### config.mk
export PLATFORM = sky130hd
export DESIGN_NAME = pc_ctrl_flat
export DESIGN_NICKNAME = d
export VERILOG_FILES = /design/src/rtl/rv32_pkg.sv /design/src/rtl/pc_ctrl_if.sv /design/src/rtl/pc_next.sv /design/src/rtl/pc_ctrl.sv /design/src/flat_wrapper.sv
export SDC_FILE = /design/constraint.sdc
export NUM_CORES = 1
export LEC_CHECK = 0
export ABC_AREA = 1
export BUFFER_PORTS_ARGS = -buffer_cell sky130_fd_sc_hd__buf_2
export CAP_MARGIN = 10
export CORE_ASPECT_RATIO = 0.8
export CORE_MARGIN = 3
export CORE_UTILIZATION = 50
export CTS_CLUSTER_SIZE = 12
export DETAILED_ROUTE_END_ITERATION = 10
export PLACE_DENSITY = 0.84
export SETUP_SLACK_MARGIN = 0.4
export SYNTH_ARGS = -nofsm -noshare
export SYNTH_HDL_FRONTEND = slang
export SYNTH_SLANG_ARGS = --single-unit
### constraint.sdc
create_clock -name clk -period 2.4 [get_ports clk]
set_input_delay 0 -clock clk [delete_from_list [all_inputs] [get_ports clk]]
set_output_delay 0 -clock clk [all_outputs]
set_load 0.01 [all_outputs]
### src/rtl/rv32_pkg.sv
// rv32_pkg: shared fetch-control types and constants
package rv32_pkg;
   localparam int XLEN = 32;
   localparam logic [XLEN-1:0] PC_STEP = 32'd4;
   localparam logic [XLEN-1:0] RESET_VEC = 32'h0000_0000;
   typedef enum logic [1:0] {
      BOOT  = 2'd0,
      RUN   = 2'd1,
      FLUSH = 2'd2,
      HALT  = 2'd3
   } pc_state_e;
endpackage

### src/rtl/pc_ctrl_if.sv
// pc_ctrl_if: pipeline-to-fetch-control signal bundle; slave is pc_ctrl, master drives it
interface pc_ctrl_if;
   import rv32_pkg::*;
   logic            stall;
   logic            ex_valid;
   logic            ex_cf;
   logic [XLEN-1:0] ex_res_pc;
   logic [XLEN-1:0] ex_pred_pc;
   logic            if_hint;
   logic [XLEN-1:0] if_hint_tgt;
   logic [XLEN-1:0] if_pc;
   logic            if_valid;
   logic            flush;
   logic            misalign_err;
   logic [1:0]      state_o;
   modport slave (
      input  stall, ex_valid, ex_cf, ex_res_pc, ex_pred_pc, if_hint, if_hint_tgt,
      output if_pc, if_valid, flush, misalign_err, state_o
   );
   modport master (
      output stall, ex_valid, ex_cf, ex_res_pc, ex_pred_pc, if_hint, if_hint_tgt,
      input  if_pc, if_valid, flush, misalign_err, state_o
   );
endinterface

### src/rtl/pc_next.sv
// pc_next: next fetch address mux (redirect / predicted / sequential); STATIC_PREDICT_EN adds backward-branch hint
module pc_next
  import rv32_pkg::*;
(
  input  logic [XLEN-1:0] pc,
  input  logic            redirect,
  input  logic [XLEN-1:0] res_pc,
`ifdef STATIC_PREDICT_EN
  input  logic            hint,
  input  logic [XLEN-1:0] hint_tgt,
`endif
  output logic [XLEN-1:0] next_pc
);
  logic [XLEN-1:0] seq_pc;
  always_comb begin
`ifdef STATIC_PREDICT_EN
    seq_pc = hint && hint_tgt[1:0] == 2'b00 ? hint_tgt : pc + PC_STEP;
`else
    seq_pc = pc + PC_STEP;
`endif
    next_pc = redirect ? res_pc : seq_pc;
  end
endmodule

### src/rtl/pc_ctrl.sv
// pc_ctrl: fetch PC controller with redirect flush and misalignment halt; macro STATIC_PREDICT_EN enables hint prediction
module pc_ctrl
   import rv32_pkg::*;
#(
   parameter logic [XLEN-1:0] RESET_PC     = RESET_VEC,
   parameter int              FLUSH_CYCLES = 1
) (
   input logic     clk,
   input logic     rst,
   pc_ctrl_if.slave bus
);
   pc_state_e       state_q, state_d;
   logic [XLEN-1:0] pc_q, pc_d, pc_cand;
   logic [1:0]      cnt_q, cnt_d;
   logic            err_q, err_d;
   logic            mispredict, redirect;
   assign mispredict = bus.ex_valid & bus.ex_cf & (bus.ex_res_pc != bus.ex_pred_pc);
   assign redirect   = (state_q == RUN) & mispredict;
   pc_next u_next (
      .pc       (pc_q),
      .redirect (mispredict),
      .res_pc   (bus.ex_res_pc),
`ifdef STATIC_PREDICT_EN
      .hint     (bus.if_hint),
      .hint_tgt (bus.if_hint_tgt),
`endif
      .next_pc  (pc_cand)
   );
   // next-state, PC, flush counter and sticky error; mispredict outranks stall
   always_comb begin
      state_d = state_q;
      pc_d    = pc_q;
      cnt_d   = cnt_q;
      err_d   = err_q;
      case (state_q)
         BOOT:  state_d = RUN;
         RUN:
            if (mispredict) begin
               if (bus.ex_res_pc[1:0] == 2'b00) begin
                  pc_d    = pc_cand;
                  cnt_d   = 2'(FLUSH_CYCLES - 1);
                  state_d = FLUSH;
               end else begin
                  err_d   = 1'b1;
                  state_d = HALT;
               end
            end else if (!bus.stall) pc_d = pc_cand;
         FLUSH:
            if (cnt_q != 2'd0) cnt_d = cnt_q - 2'd1;
            else if (!bus.stall) state_d = RUN;
         HALT:  state_d = HALT;
      endcase
   end
   // state registers with synchronous reset
   always_ff @(posedge clk) begin
      if (rst) begin
         state_q <= BOOT;
         pc_q    <= RESET_PC;
         cnt_q   <= 2'd0;
         err_q   <= 1'b0;
      end else begin
         state_q <= state_d;
         pc_q    <= pc_d;
         cnt_q   <= cnt_d;
         err_q   <= err_d;
      end
   end
   assign bus.if_pc        = pc_q;
   assign bus.if_valid     = (state_q == RUN) & ~rst;
   assign bus.flush        = redirect & ~rst;
   assign bus.misalign_err = err_q;
   assign bus.state_o      = state_q;
endmodule

### src/flat_wrapper.sv
// flat-port wrapper written by rule: the top's interface ports become plain ports
module pc_ctrl_flat import rv32_pkg::*;
#(
   parameter logic [XLEN-1:0] RESET_PC     = RESET_VEC,
   parameter int              FLUSH_CYCLES = 1
)
  (clk, rst, bus_stall, bus_ex_valid, bus_ex_cf, bus_ex_res_pc, bus_ex_pred_pc, bus_if_hint, bus_if_hint_tgt, bus_if_pc, bus_if_valid, bus_flush, bus_misalign_err, bus_state_o);
  pc_ctrl_if bus_i ();
  input logic clk;
  input logic rst;
  input wire logic [$bits(bus_i.stall)-1:0] bus_stall;
  input wire logic [$bits(bus_i.ex_valid)-1:0] bus_ex_valid;
  input wire logic [$bits(bus_i.ex_cf)-1:0] bus_ex_cf;
  input wire logic [$bits(bus_i.ex_res_pc)-1:0] bus_ex_res_pc;
  input wire logic [$bits(bus_i.ex_pred_pc)-1:0] bus_ex_pred_pc;
  input wire logic [$bits(bus_i.if_hint)-1:0] bus_if_hint;
  input wire logic [$bits(bus_i.if_hint_tgt)-1:0] bus_if_hint_tgt;
  output wire logic [$bits(bus_i.if_pc)-1:0] bus_if_pc;
  output wire logic [$bits(bus_i.if_valid)-1:0] bus_if_valid;
  output wire logic [$bits(bus_i.flush)-1:0] bus_flush;
  output wire logic [$bits(bus_i.misalign_err)-1:0] bus_misalign_err;
  output wire logic [$bits(bus_i.state_o)-1:0] bus_state_o;
  assign bus_i.stall = bus_stall;
  assign bus_i.ex_valid = bus_ex_valid;
  assign bus_i.ex_cf = bus_ex_cf;
  assign bus_i.ex_res_pc = bus_ex_res_pc;
  assign bus_i.ex_pred_pc = bus_ex_pred_pc;
  assign bus_i.if_hint = bus_if_hint;
  assign bus_i.if_hint_tgt = bus_if_hint_tgt;
  assign bus_if_pc = bus_i.if_pc;
  assign bus_if_valid = bus_i.if_valid;
  assign bus_flush = bus_i.flush;
  assign bus_misalign_err = bus_i.misalign_err;
  assign bus_state_o = bus_i.state_o;
  pc_ctrl #(.RESET_PC(RESET_PC), .FLUSH_CYCLES(FLUSH_CYCLES)) u_core (.clk(clk), .rst(rst), .bus(bus_i));
endmodule
# Yosys cells after proc, flatten, opt, wreduce, memory -nomap -nowiden

Index checks and enable logic that the tools add are counted.

Memories: 0
Input port bits: 102
Register bits after elaboration: 37
Bits in latches: 0
Output and inout bits: 37
Memory bits (writable): 0
Memory bits (read-only): 0

Divide/modulo/power cells: 0
Bitwise logic cells: 7
Shifts and indexed selects: 0
Magnitude comparators: 0
$mul: 0
$add $sub $neg: 2
Equality and inequality tests: 11
Multiplexer cells: 13
Reduce and logical (&&, ||, !) cells: 8

Operator list:

| kind                                                                | count |
|---|---|
| 32-bit 2-to-1 mux                                                   | 4 |
| 32-bit by 3-bit adder with 32-bit output (second input constant)    | 1 |
| 32-bit != test                                                      | 1 |
| 2-bit 2-to-1 mux                                                    | 6 |
| 3-bit AND reduction                                                 | 3 |
| 2-bit by 1-bit != test with 1-bit output (second input constant)    | 4 |
| 2-bit one-hot mux with 4 select lines                               | 1 |
| 2-bit != test (second input constant)                               | 3 |
| 1-bit AND                                                           | 5 |
| 2-bit == test (second input constant)                               | 2 |
| 2-bit zero test                                                     | 2 |
| 2-bit one-hot mux with 2 select lines                               | 1 |
| 4-bit AND reduction                                                 | 1 |
| 2-bit nonzero test                                                  | 2 |
| 2-bit by 1-bit == test with 1-bit output (second input constant)    | 1 |
| 1-bit inverter                                                      | 2 |
| 2-bit by 1-bit subtractor with 2-bit output (second input constant) | 1 |
| 1-bit 2-to-1 mux                                                    | 1 |

# Logic depth before layout (Yosys ltp)

Gate-level depths: netlist of the first run.

Depth in word-level cells: 5
Gate-level depth with buffers: 15

# By module

From an unflattened synthesis of the first run, not the netlist that was laid out.

Cell total of the unflattened synthesis: 691
Area total of the unflattened synthesis: 3646.0 um^2

By module, submodules not included:

| module  | area an instance (um^2) | cells an instance | times used |
|---|---|---|---|
| pc_ctrl | 2434.8                  | 415               | 1 |
| pc_next | 1211.2                  | 276               | 1 |

# Worst setup path after synthesis of the first run

No wires, ideal clock.

Path type: reg-to-reg
Start point: reg u_core.pc_q[2], in the netlist u_core.bus.if_pc[2]
End point: reg u_core.pc_q[24], in the netlist u_core.bus.if_pc[24]
Period minus slack after synthesis: 1.710 ns
Buffers on the path: 0
Path slack: 0.690 ns
Cell stages (with the launch flop): 13
Arrival: 1.597 ns
Cells stage by stage: dfxtp_1 -> ha_1 -> nand3_1 -> nor2_2 -> nand2_2 -> nor2_2 -> nand2_2 -> nor2_1 -> nand2_1 -> nand3_1 -> nand2_1 -> nor2_1 -> nor2_1

Word-level cells in the longest chain between the ends: 4
Elaborated cells on any way between the ends: 5
Those cells by class: add/sub (1); mux (4)

Ends and longest elaborated chain:

| item                                         | line                         | source |
|---|---|---|
| from (decl)                                  | pc_ctrl.sv:13                | `logic [XLEN-1:0] pc_q, pc_d, pc_cand;` |
| from (signal assigned)                       | pc_ctrl.sv:63                | `pc_q <= pc_d;` |
| 32-bit by 3-bit adder with 32-bit output (*) | pc_next.sv:19                | `seq_pc = pc + PC_STEP;` |
| 32-bit 2-to-1 mux (*)                        | pc_next.sv:21                | `next_pc = redirect ? res_pc : seq_pc;` |
| 32-bit 2-to-1 mux (on tied branches)         | pc_ctrl.sv:47, pc_ctrl.sv:39 |  |
| 32-bit 2-to-1 mux (*)                        | pc_ctrl.sv:38                | `if (mispredict) begin` |

Every way passes the cells marked *; elsewhere a longest branch is shown, timed or not. The select of a mux whose other input is x is not followed.
A chain may end at the register's enable or synchronous reset.

# Final worst setup path of the first run

Start point: reg u_core.pc_q[2], in the netlist u_core.bus.if_pc[2]
End point: reg u_core.pc_q[22], in the netlist u_core.bus.if_pc[22]

Same word-level chain as after synthesis.

==> key figures, run 1 <==
Clock network
  • CTS buffer count: 5
  • Clock transition at path regs: 0.08 ns
  • Max Buffers Root-to-Sink: 2
  • TritonCTS Sinks: 37
  • H-tree depth: 2
  • Clock latency on the worst-skew pair: ~0.30 ns
  • CTS root buffer: clkbuf_8
  • TritonCTS clock tree: yes
  • Post CTS Setup Buffer Count: 0

Global routing
  • Total global routing overflow: 0
  • Largest net degree at the start of global routing: between 50 and 60
  • Vias in the first global route: 3,307
  • Antenna violations before repair: 0
  • First-pass GRT wire length: approximately 14 mm
  • GRT Util Overall: 0.239

Critical path
  • CP max FO: 5
  • Critical path type: reg2reg
  • Slowest CP cell: dfxtp_1
  • Startpoint types: flip-flop
  • Reg2Reg Depth: 11
  • Crit path largest cell delay: 0.38 ns
  • Top delay family on crit path: simple AND/OR/NAND/NOR gates
  • CP Buf/Inv Count: 0
  • Crit path capture type: flip-flop
  • Critical path arrival: 2.07 ns
  • Crit. path cell count: 11
  • Worst Path Required: around 2.6 ns
  • Critical Path, Cell by Cell: ha_2, nand3_2, nor2_4, nand2_2, nor2_2, nand2_2, xor2_1, nand2_1, nand2_1, nor2_1, nor2_1

Drt
  • DRT Pass-1 Iters: 5
  • WL met2: just over 4 mm
  • Vias/cell: between 4 and 5
  • Routed vias: 3,635
  • Drt drc: 0
  • Final Routed Wirelength: approximately 8.8 mm
  • Starting DRC count in detailed routing: about 250
  • Routed length on met3: 806 µm
  • Wl on met1: between 3 and 4 mm
  • Top sig layer: met4
  • Routed Antenna Nets: 0
  • DR WL/cell: about 12 µm

Layout
  • Area growth, synth to finish: 21.8%
  • Share of layout cells above drive strength 1: 0.209
  • Design area: around 3800 µm²
  • Final Core Density: 0.637
  • Nets@finish: between 700 and 800
  • Diodes inserted: 0

Power
  • Switching Share: 0.342
  • Worst VDD drop: around 0.19 mV
  • Net switching power: between 500 and 600 µW
  • PwrDens: 452 nW/µm²
  • Reg power frac: 0.420
  • Clock power share: 0.288
  • Combinational share of power: 0.292
  • Power Total: approximately 1700 µW
  • P_int: roughly 1100 µW
  • LEAKAGE: 0.00207 µW

Logic synthesis
  • Syn Inst Count: approximately 550
  • Count of different cell masters after synthesis: 27
  • Async SR Flop Fraction: 0
  • Ys Warns: 0
  • Post-synthesis sequential area ratio: 0.237
  • Yosys top cell by area: nand2_1
  • Synth top area share: 0.270
  • Synth Flop Type: dfxtp_1
  • Synth Net Count: 658
  • Synth Register Bits: 37
  • EDFF count, synth: 0
  • Top cells by area, synth: nand2_1 (27%), dfxtp_1 (24%), nor2_1 (12%)
  • Synth cell count leaders: nand2_1 (225), nor2_1 (100), inv_1 (60)
  • Cell Area, Synth: between 3000 and 4000 µm²
  • Syn_area_per_cell: around 5.6 µm²
  • Top-count cell post-synth: nand2_1

Outcome
  • Outcome: complete, no violations

Timing
  • Fmax: roughly 0.53 GHz
  • Worst-margin pin slew: roughly 0.59 ns
  • Fin crit period: around 1.9 ns
  • Pins Over Slew Limit: 0
  • Hold slack: 0.0398 ns
  • Final setup vio count: 0
  • RSZ-0062 raised after global routing: true
  • Final Hold Viols: 0
  • Period utilization: 0.783
  • Post-Route Skew: between 0.004 and 0.005 ns
  • Rel. slew slack: 0.608
  • Setup total negative slack: 0 ns

Floorplanning
  • Placeable Area: between 5000 and 6000 µm²
  • Initial Util: 0.523
  • IO Pins: 139
  • # rows: 25
  • Die area: roughly 7200 µm²
  • Die width: 94.4 µm
  • Die Ht: 76.7 µm

Placement
  • Dpl hpwl: 6.71 mm
  • PortBufs: 105
  • Placer Congestion: around 0.93
  • Placed cell areas: roughly 3700 µm²

Worst hold path
  • Hold Crit Depth: 5
  • Worst min-delay path category: in2reg

Flow run
  • Max Cap Viol: 0
## routing by layer
metal / up-vias / track usage
met5: - / 0
met4: 0 / 0.0678
met3: 12 / 0.0490
met2: 155 / 0.406
met1: 1608 / 0.303
li1: 1860 / -
## state kept, by name, indices dropped and copies added (netlist names)
| signal | count |
|---|---|
| u_core.cnt_q | 2 |
| u_core.bus.if_pc | 32 |
| u_core.bus.misalign_err | 1 |
| u_core.bus.state_o | 2 |
## tightest hold or removal path, stage by stage
cell     delay, ns
buf_2         0.09
nand2_1       0.05
nand2_1       0.05
nor2_1        0.04
nor2_1        0.08
## layout make-up
type	instances	area, µm²
timing repair buffer	109	558
clock inverter	1	5.00
tap	81	101
sequential	37	742
multi-input combinational	439	2060
clock buffer	7	96.3
fill	593	2170
inverter	64	240
## power groups by stage
stage | sequential [µW] | clock, µW | combinational [µW]
after global routing | 729 | 537 | 568
after global placement | 729 | 0 | 477
after detailed placement | 733 | 0 | 496
final | 722 | 495 | 503
after floorplan | 745 | 0 | 313
after CTS | 719 | 500 | 500
## worst paths after layout
path | from | endpoint | slack, ns
worst max-delay path | u_core.bus.if_pc[2] | u_core.bus.if_pc[22] | 0.52
worst min-delay path | bus_ex_res_pc[16] | u_core.bus.if_pc[16] | 0.04
worst max register to register | u_core.bus.if_pc[2] | u_core.bus.if_pc[22] | 0.52
worst min register to register | u_core.cnt_q[1] | u_core.cnt_q[1] | 0.46
## timing repair
action,CTS,global route
resized for setup,0,6
setup endpoints to repair,0,5
hold buffers,1,0
hold endpoints to repair,3,0
## stage by stage
step,setup WS (ns),cells
finish,0.522,738
global route,0.322,738
CTS,0.459,738
detailed placement,0.467,729
global placement,0.478,729
floorplan,0.690,554
## cell families (layout without fill, tap and decap cells)
group | count (synthesis) | in the layout | share of synthesized area
adders and majority gates | 2 | 2 | 0.00801
and+or+nand+nor | 374 | 374 | 0.486
DFF | 37 | 37 | 0.237
buffers and inverters | 78 | 181 | 0.110
AOI/OAI and AO/OA | 15 | 15 | 0.0240
xor gates and xnor gates | 48 | 48 | 0.135
## cells in the final DEF, fill, tap and decap left out, drive strengths merged
cell type	n
a21oi	4
buf	108
clkbuf	7
clkinv	2
dfxtp	37
dlygate4sd3	1
ha	2
inv	63
nand2	232
nand3	13
nand3b	3
nand4	5
nor2	102
nor3	18
o21ai	11
or2	1
xnor2	26
xor2	22
Note: power is estimated with default switching activity, not from simulation.
==> run 2: changes to the inputs <==
--- a/config.mk
+++ b/config.mk
@@ -5,15 +5,15 @@
 export SDC_FILE = /design/constraint.sdc
 export NUM_CORES = 1
 export LEC_CHECK = 0
-export ABC_AREA = 1
+export ABC_AREA = 0
 export BUFFER_PORTS_ARGS = -buffer_cell sky130_fd_sc_hd__buf_2
 export CAP_MARGIN = 10
 export CORE_ASPECT_RATIO = 0.8
 export CORE_MARGIN = 3
-export CORE_UTILIZATION = 50
+export CORE_UTILIZATION = 40
 export CTS_CLUSTER_SIZE = 12
 export DETAILED_ROUTE_END_ITERATION = 10
-export PLACE_DENSITY = 0.84
+export PLACE_DENSITY = 0.77
 export SETUP_SLACK_MARGIN = 0.4
 export SYNTH_ARGS = -nofsm -noshare
 export SYNTH_HDL_FRONTEND = slang
==> constraint.sdc (replaced) <==
create_clock -name clk -period 1.6 [get_ports clk]
set_input_delay 0 -clock clk [delete_from_list [all_inputs] [get_ports clk]]
set_output_delay 0 -clock clk [all_outputs]
set_load 0.01 [all_outputs]
==> run 2 against run 1 <==
  * The run now ends with negative setup slack left
  * Count of clock-buffer cells in the layout decreased by 1
  * Clock skew increased by 0.0046 ns
  * Area after synthesis decreased by 23%
  * Sequential power increased by 32%
  * Highest routed layer unchanged
  * Register-to-register slack got worse by 1.0 ns
  * Critical path type unchanged
  * Clock power increased by 85%
  * Non-clock buffer count increased by 133
  * Power increased by 51%
  * Worst setup slack got worse by 1.0 ns
==> key figures, run 2 <==
Drt
  • DR WL/cell: 25.6 µm
  • Final Routed Wirelength: around 16 mm
  • Vias/cell: between 6 and 7
  • Drt drc: 0
  • Routed Antenna Nets: 0
  • Routed vias: roughly 4,200
  • DRT Pass-1 Iters: 8
  • Starting DRC count in detailed routing: around 490

Flow run
  • Max Cap Viol: 0

Worst hold path
  • Worst min-delay path category: in2reg
  • Hold Crit Depth: 3
  • Hold_sp: bus_ex_res_pc[14]
  • WHS Endpoint: u_core.bus.if_pc[14]

Timing
  • Post-Route Skew: between 0.008 and 0.009 ns
  • Final setup vio count: 36
  • Setup ws final: -0.515 ns
  • Hold slack: between 0.05 and 0.06 ns
  • Pins Over Slew Limit: 0
  • Period utilization: 1.32
  • Fmax: 0.473 GHz
  • Worst-margin pin slew: approximately 0.57 ns
  • Final Hold Viols: 0
  • Fin crit period: 2.11 ns
  • Rel. slew slack: 0.620
  • Setup total negative slack: -8.16 ns
  • RSZ-0062 raised after global routing: true

Global routing
  • First-pass GRT wire length: between 15 and 20 mm
  • GRT Util Overall: 0.367
  • Vias in the first global route: around 3,800
  • Largest net degree at the start of global routing: 24
  • Total global routing overflow: 0
  • Antenna violations before repair: 0

Clock network
  • CTS root buffer: clkbuf_8
  • TritonCTS Sinks: 37
  • Max Buffers Root-to-Sink: 2
  • Clock latency on the worst-skew pair: 0.31 ns
  • CTS buffer count: 5
  • H-tree depth: 2
  • TritonCTS clock tree: yes
  • Clock transition at path regs: 0.09 ns

Logic synthesis
  • EDFF count, synth: 0
  • Post-synthesis sequential area ratio: 0.307
  • Ys Warns: 0
  • Synth cell count leaders: dfxtp_1 (37), nand2_1 (32), xnor2_1 (32)
  • Synth Net Count: about 400
  • Count of different cell masters after synthesis: between 40 and 50
  • Top-count cell post-synth: dfxtp_1
  • Synth Flop Type: dfxtp_1
  • Yosys top cell by area: dfxtp_1
  • Syn_area_per_cell: between 7 and 8 µm²
  • Synth top area share: 0.307
  • Async SR Flop Fraction: 0
  • Top cells by area, synth: dfxtp_1 (31%), xnor2_1 (12%), nand4_1 (5.4%)
  • Syn Inst Count: between 300 and 400
  • Cell Area, Synth: 2410 µm²
  • Synth Register Bits: 37

Layout
  • Diodes inserted: 0
  • Max reg flops: 32
  • Most common cell after layout, fill and taps aside: buf_2
  • Final Core Density: 0.894
  • Final Instance Count excl. Fillers: 620
  • Area growth, synth to finish: 109%
  • Nets@finish: 645
  • Commonest cells after routing, fill and taps aside: buf_2 (97), buf_4 (96), buf_6 (34)
  • Share of layout cells above drive strength 1: 0.666

Power
  • Clock power share: 0.351
  • P_int: roughly 1800 µW
  • Reg power frac: 0.366
  • Combinational share of power: 0.283
  • Net switching power: 784 µW
  • Power Total: around 2600 µW
  • LEAKAGE: 0.00214 µW
  • Switching Share: 0.301
  • PwrDens: roughly 520 nW/µm²
  • Worst VDD drop: a little under 0.4 mV

Critical path
  • Crit path largest cell delay: approximately 0.44 ns
  • Slowest CP cell: o211ai_1
  • Startpoint types: flip-flop
  • Worst Path Required: around 1.8 ns
  • Crit path capture type: flip-flop
  • Reg2Reg Capture Point: u_core.bus.if_pc[20]
  • CP max FO: 6
  • Critical path arrival: ~2.3 ns
  • Reg2reg start: u_core.bus.if_pc[8]
  • FF-to-FF setup slack: -0.51 ns
  • Reg2Reg Depth: 7
  • Critical path type: reg2reg
  • Critical Path, Cell by Cell: and3_4, nand4_1, nor2_2, nand2_2, buf_4, o211ai_1, a21oi_1

Placement
  • PortBufs: 105
  • Dpl hpwl: roughly 7.3 mm
  • Placer Congestion: between 0.8 and 0.9
  • Cells after DPL: 563

Outcome
  • Outcome: finished, violations left
  • Violated checks: negative setup slack

Floorplanning
  • Die area: approximately 7000 µm²
  • Die Ht: 75.5 µm
  • IO Pins: about 140
  • Initial Util: 0.428
  • Die width: slightly above 90 µm
  • Placeable Area: around 5600 µm²
  • # rows: 24
[run 2: changes by cell type after synthesis, moves of 13 or more]
| cell | before | now |
|---|---|---|
| nand2_1 | 225 | 32 |
| nor2_1 | 100 | 13 |
| inv_1 | 60 | 14 |
| xor2_1 | 22 | 0 |
| a31oi_1 | 0 | 17 |
| nand4_1 | 5 | 21 |
| a21oi_1 | 4 | 17 |
[run 2: cell type report]
class | count | area (µm²)
sequential | 37 | 777
clock buffer | 6 | 82.6
timing repair buffer | 242 | 1850
clock inverter | 2 | 37.5
multi-input combinational | 241 | 2140
tap | 78 | 97.6
fill | 257 | 599
inverter | 14 | 52.6
[run 2: timing repair]
action	CTS	global route
hold endpoints to repair	2	0
pin swaps	52	48
setup endpoints to repair	38	39
gates cloned	7	0
buffers inserted	22	18
hold buffers	2	0
resized for setup	85	54
[run 2: cells by family (layout without fill, tap and decap cells)]
| family | count (synthesis) | in the layout | synth area share |
|---|---|---|---|
| simple gates | 125 | 129 | 0.284 |
| compound gates | 78 | 78 | 0.224 |
| flops | 37 | 37 | 0.307 |
| xor+xnor | 32 | 32 | 0.116 |
| buf+inv | 31 | 264 | 0.0585 |
| fa+ha+maj | 2 | 2 | 0.0104 |
[run 2: routing by layer]
metal  wire length [µm]  share of wire  vias up  global-route usage
met1               5340           0.34     1934               0.417
met5                  0              0        -                   0
met4               1380          0.087        0               0.184
met3               2200           0.14      145               0.102
met2               6980           0.44      462               0.646
li1                   -              -     1631                   -
[run 2: worst max-delay path: cells and delay by family, from the launching register on]
family / cells / cell delay [ns]
AOI/OAI and AO/OA: 2 / 0.59
buffers and inverters: 1 / 0.19
DFF: 1 / 0.36
and+or+nand+nor: 4 / 0.83
[run 2: worst max-delay path by stage]
stage,from,end,slack [ns],cells past startpoint
CTS,u_core.bus.if_pc[20],u_core.bus.if_pc[30],-0.19,7
detailed placement,bus_ex_pred_pc[4],u_core.bus.if_pc[13],-0.54,10
finish,u_core.bus.if_pc[8],u_core.bus.if_pc[20],-0.51,7
global route,u_core.bus.if_pc[8],u_core.bus.if_pc[20],-0.46,7
floorplan,u_core.bus.if_pc[20],u_core.bus.if_pc[30],-0.13,7
global placement,bus_ex_pred_pc[4],u_core.bus.if_pc[13],-0.46,10
[run 2: stage by stage]
| step | area (µm²) | setup WS (ns) |
|---|---|---|
| 2_1_floorplan | 2670 | -0.133 |
| 3_3_place_gp | 3830 | -0.460 |
| 3_5_place_dp | 3830 | -0.537 |
| 4_1_cts | 4640 | -0.192 |
| 5_1_grt | 5050 | -0.455 |
| 6_report | 5050 | -0.515 |
[run 2: power groups by stage]
stage               sequential [µW]  combinational [µW]  clock [µW]
floorplan                       984                 205           0
finish                          952                 736         914
global route                    952                 757         941
detailed placement              968                 496           0
global placement                968                 489           0
CTS                             947                 613         866
==> run 3: changes to the inputs <==
--- a/config.mk
+++ b/config.mk
@@ -9,7 +9,6 @@
 export BUFFER_PORTS_ARGS = -buffer_cell sky130_fd_sc_hd__buf_2
 export CAP_MARGIN = 10
 export CORE_ASPECT_RATIO = 0.8
-export CORE_MARGIN = 3
 export CORE_UTILIZATION = 40
 export CTS_CLUSTER_SIZE = 12
 export DETAILED_ROUTE_END_ITERATION = 10
==> run 3 against run 2 <==
  * The flow still finishes with violations (negative setup slack)
  * Largest power group unchanged
  * Final area down 6.0%
  * Register-to-register slack better by 0.17 ns
  * Clock skew up 0.00082 ns
  * Via count down 6.0%
==> key figures, run 3 (same netlist as run 2, synthesis figures left out) <==
Outcome
  • Outcome: finished, violations left
  • Violated checks: negative setup slack

Placement
  • PortBufs: approximately 110
  • Placed cell areas: between 3000 and 4000 µm²
  • Placer Congestion: approximately 0.86
  • Pre-CTS WS: -0.419 ns
  • Dpl hpwl: between 7 and 8 mm

Clock network
  • TritonCTS clock tree: yes
  • Clock transition at path regs: roughly 0.09 ns
  • CTS root buffer: clkbuf_8
  • Clock latency on the worst-skew pair: between 0.3 and 0.4 ns
  • H-tree depth: 2
  • TritonCTS Sinks: 37
  • CTS buffer count: 5
  • Max Buffers Root-to-Sink: 2

Critical path
  • Slowest CP cell: dfxtp_1
  • Crit path largest cell delay: around 0.36 ns
  • Critical Path, Cell by Cell: and3_1, and3_4, and4_4, buf_4, buf_4, nand2_1, nor4_1, a22oi_1, a21oi_1
  • Critical path type: reg2reg
  • Startpoint types: flip-flop
  • Crit path capture type: flip-flop
  • CP max FO: 2
  • CP Buf/Inv Count: 2
  • Critical Path Most Common Cell: buf_4
  • Worst Path Required: approximately 1.8 ns
  • Critical path arrival: roughly 2.2 ns
  • Top delay family on crit path: simple AND/OR/NAND/NOR gates

Timing
  • Pins Over Slew Limit: 0
  • Period utilization: 1.21
  • Rel. slew slack: 0.720
  • Final setup vio count: 32
  • Fmax: roughly 0.52 GHz
  • RSZ-0062 raised after global routing: true
  • Final Hold Viols: 0
  • Worst-margin pin slew: 0.418 ns
  • Setup ws final: -0.340 ns
  • Fin crit period: 1.94 ns
  • Post-Route Skew: 0.00953 ns

Drt
  • DR WL/cell: ~22 µm
  • DRT Pass-1 Iters: 7
  • Routed vias: slightly below 4,000
  • Routed Antenna Nets: 0
  • Final Routed Wirelength: roughly 13 mm
  • Starting DRC count in detailed routing: 612
  • Vias/cell: ~6.5
  • Drt drc: 0

Layout
  • Nets@finish: roughly 630
  • Diodes inserted: 0
  • Final Core Density: 0.840
  • Design area: 4740 µm²
  • Max reg flops: 32
  • FF+latch area: slightly below 800 µm²
  • Most common cell after layout, fill and taps aside: buf_2
  • Filler cells: 297
  • Share of layout cells above drive strength 1: 0.618
  • Multi-input combinational cell area: about 2000 µm²
  • Area growth, synth to finish: 96.4%
  • Commonest cells after routing, fill and taps aside: buf_2 (95), buf_4 (92), buf_6 (30)

Floorplanning
  • # rows: 24
  • IO Pins: between 100 and 150
  • Die area: about 6400 µm²
  • Placeable Area: about 5600 µm²
  • Die Ht: a little over 70 µm
  • Initial Util: 0.428
  • Die width: between 80 and 90 µm

Global routing
  • Largest net degree at the start of global routing: 23
  • Routing usage on met3: 0.0668
  • Antenna violations before repair: 0
  • Most used routing layer in global routing: met2
  • GR Util met2: 0.585
  • GRT Util Overall: 0.352
  • Total global routing overflow: 0
  • Met1 Usage GRT: 0.441
  • First-pass GRT wire length: between 15 and 20 mm
  • Vias in the first global route: approximately 3,500

Power
  • Worst VDD drop: about 0.35 mV
  • Power Total: about 2300 µW
  • PwrDens: around 500 nW/µm²
  • LEAKAGE: 0.00206 µW

Flow run
  • Max Cap Viol: 0

Worst hold path
  • Worst min-delay path category: in2reg
## run 3: path summary, 6_finish.rpt
check,from,to,slack (ns),cells after the start
max,u_core.bus.if_pc[18],u_core.bus.if_pc[29],-0.34,9
min,bus_ex_res_pc[19],u_core.bus.if_pc[19],0.03,3
max reg2reg,u_core.bus.if_pc[18],u_core.bus.if_pc[29],-0.34,9
min reg2reg,u_core.cnt_q[0],u_core.cnt_q[0],0.49,2
## run 3: final cells by class
cell class	instances	area share
clock buffers	6	0.0153
clock inverters	2	0.00211
inverters	14	0.0111
multi-input cells	239	0.431
flip-flops and latches	37	0.163
well taps	78	0.0206
repair buffers	226	0.357
## run 3: worst reg2reg max path: stages, from the launching register on
cell and delay (ns):
dfxtp_1 0.36, and3_1 0.21, and3_4 0.21, and4_4 0.25, buf_4 0.11, buf_4 0.11, nand2_1 0.12, nor4_1 0.20
a22oi_1 0.12, a21oi_1 0.18
## run 3: stage by stage
| step | TNS (ns) | hold slack [ns] | cells |
|---|---|---|---|
| 2_1_floorplan | -0.661 | 0.130 | 305 |
| 3_3_place_gp | -9.48 | 0.281 | 564 |
| 3_5_place_dp | -10.37 | 0.298 | 564 |
| 4_1_cts | -2.52 | 0.0198 | 588 |
| 5_1_grt | -7.21 | 0.0517 | 602 |
| 6_report | -5.10 | 0.0266 | 602 |
## run 3: where the power goes
part	switching (µW)	internal [µW]
clock network	386	303
logic	323	357
registers	18.1	933
total	727	1590
## run 3: layer usage
| layer | up-vias | routed length, µm | share of wire |
|---|---|---|---|
| li1 | 1595 | - | - |
| met1 | 1743 | 4670 | 0.35 |
| met2 | 430 | 5820 | 0.44 |
| met3 | 152 | 1770 | 0.13 |
| met4 | 0 | 1120 | 0.084 |
| met5 | - | 0 | 0 |
## run 3: what timing repair did
action / in CTS / in global routing
hold buffers: 2 / 0
resized for setup: 45 / 57
hold endpoints to repair: 2 / 0
pin swaps: 15 / 45
cloned: 4 / 2
buffers inserted: 10 / 12
endpoints found under the setup margin: 38 / 39
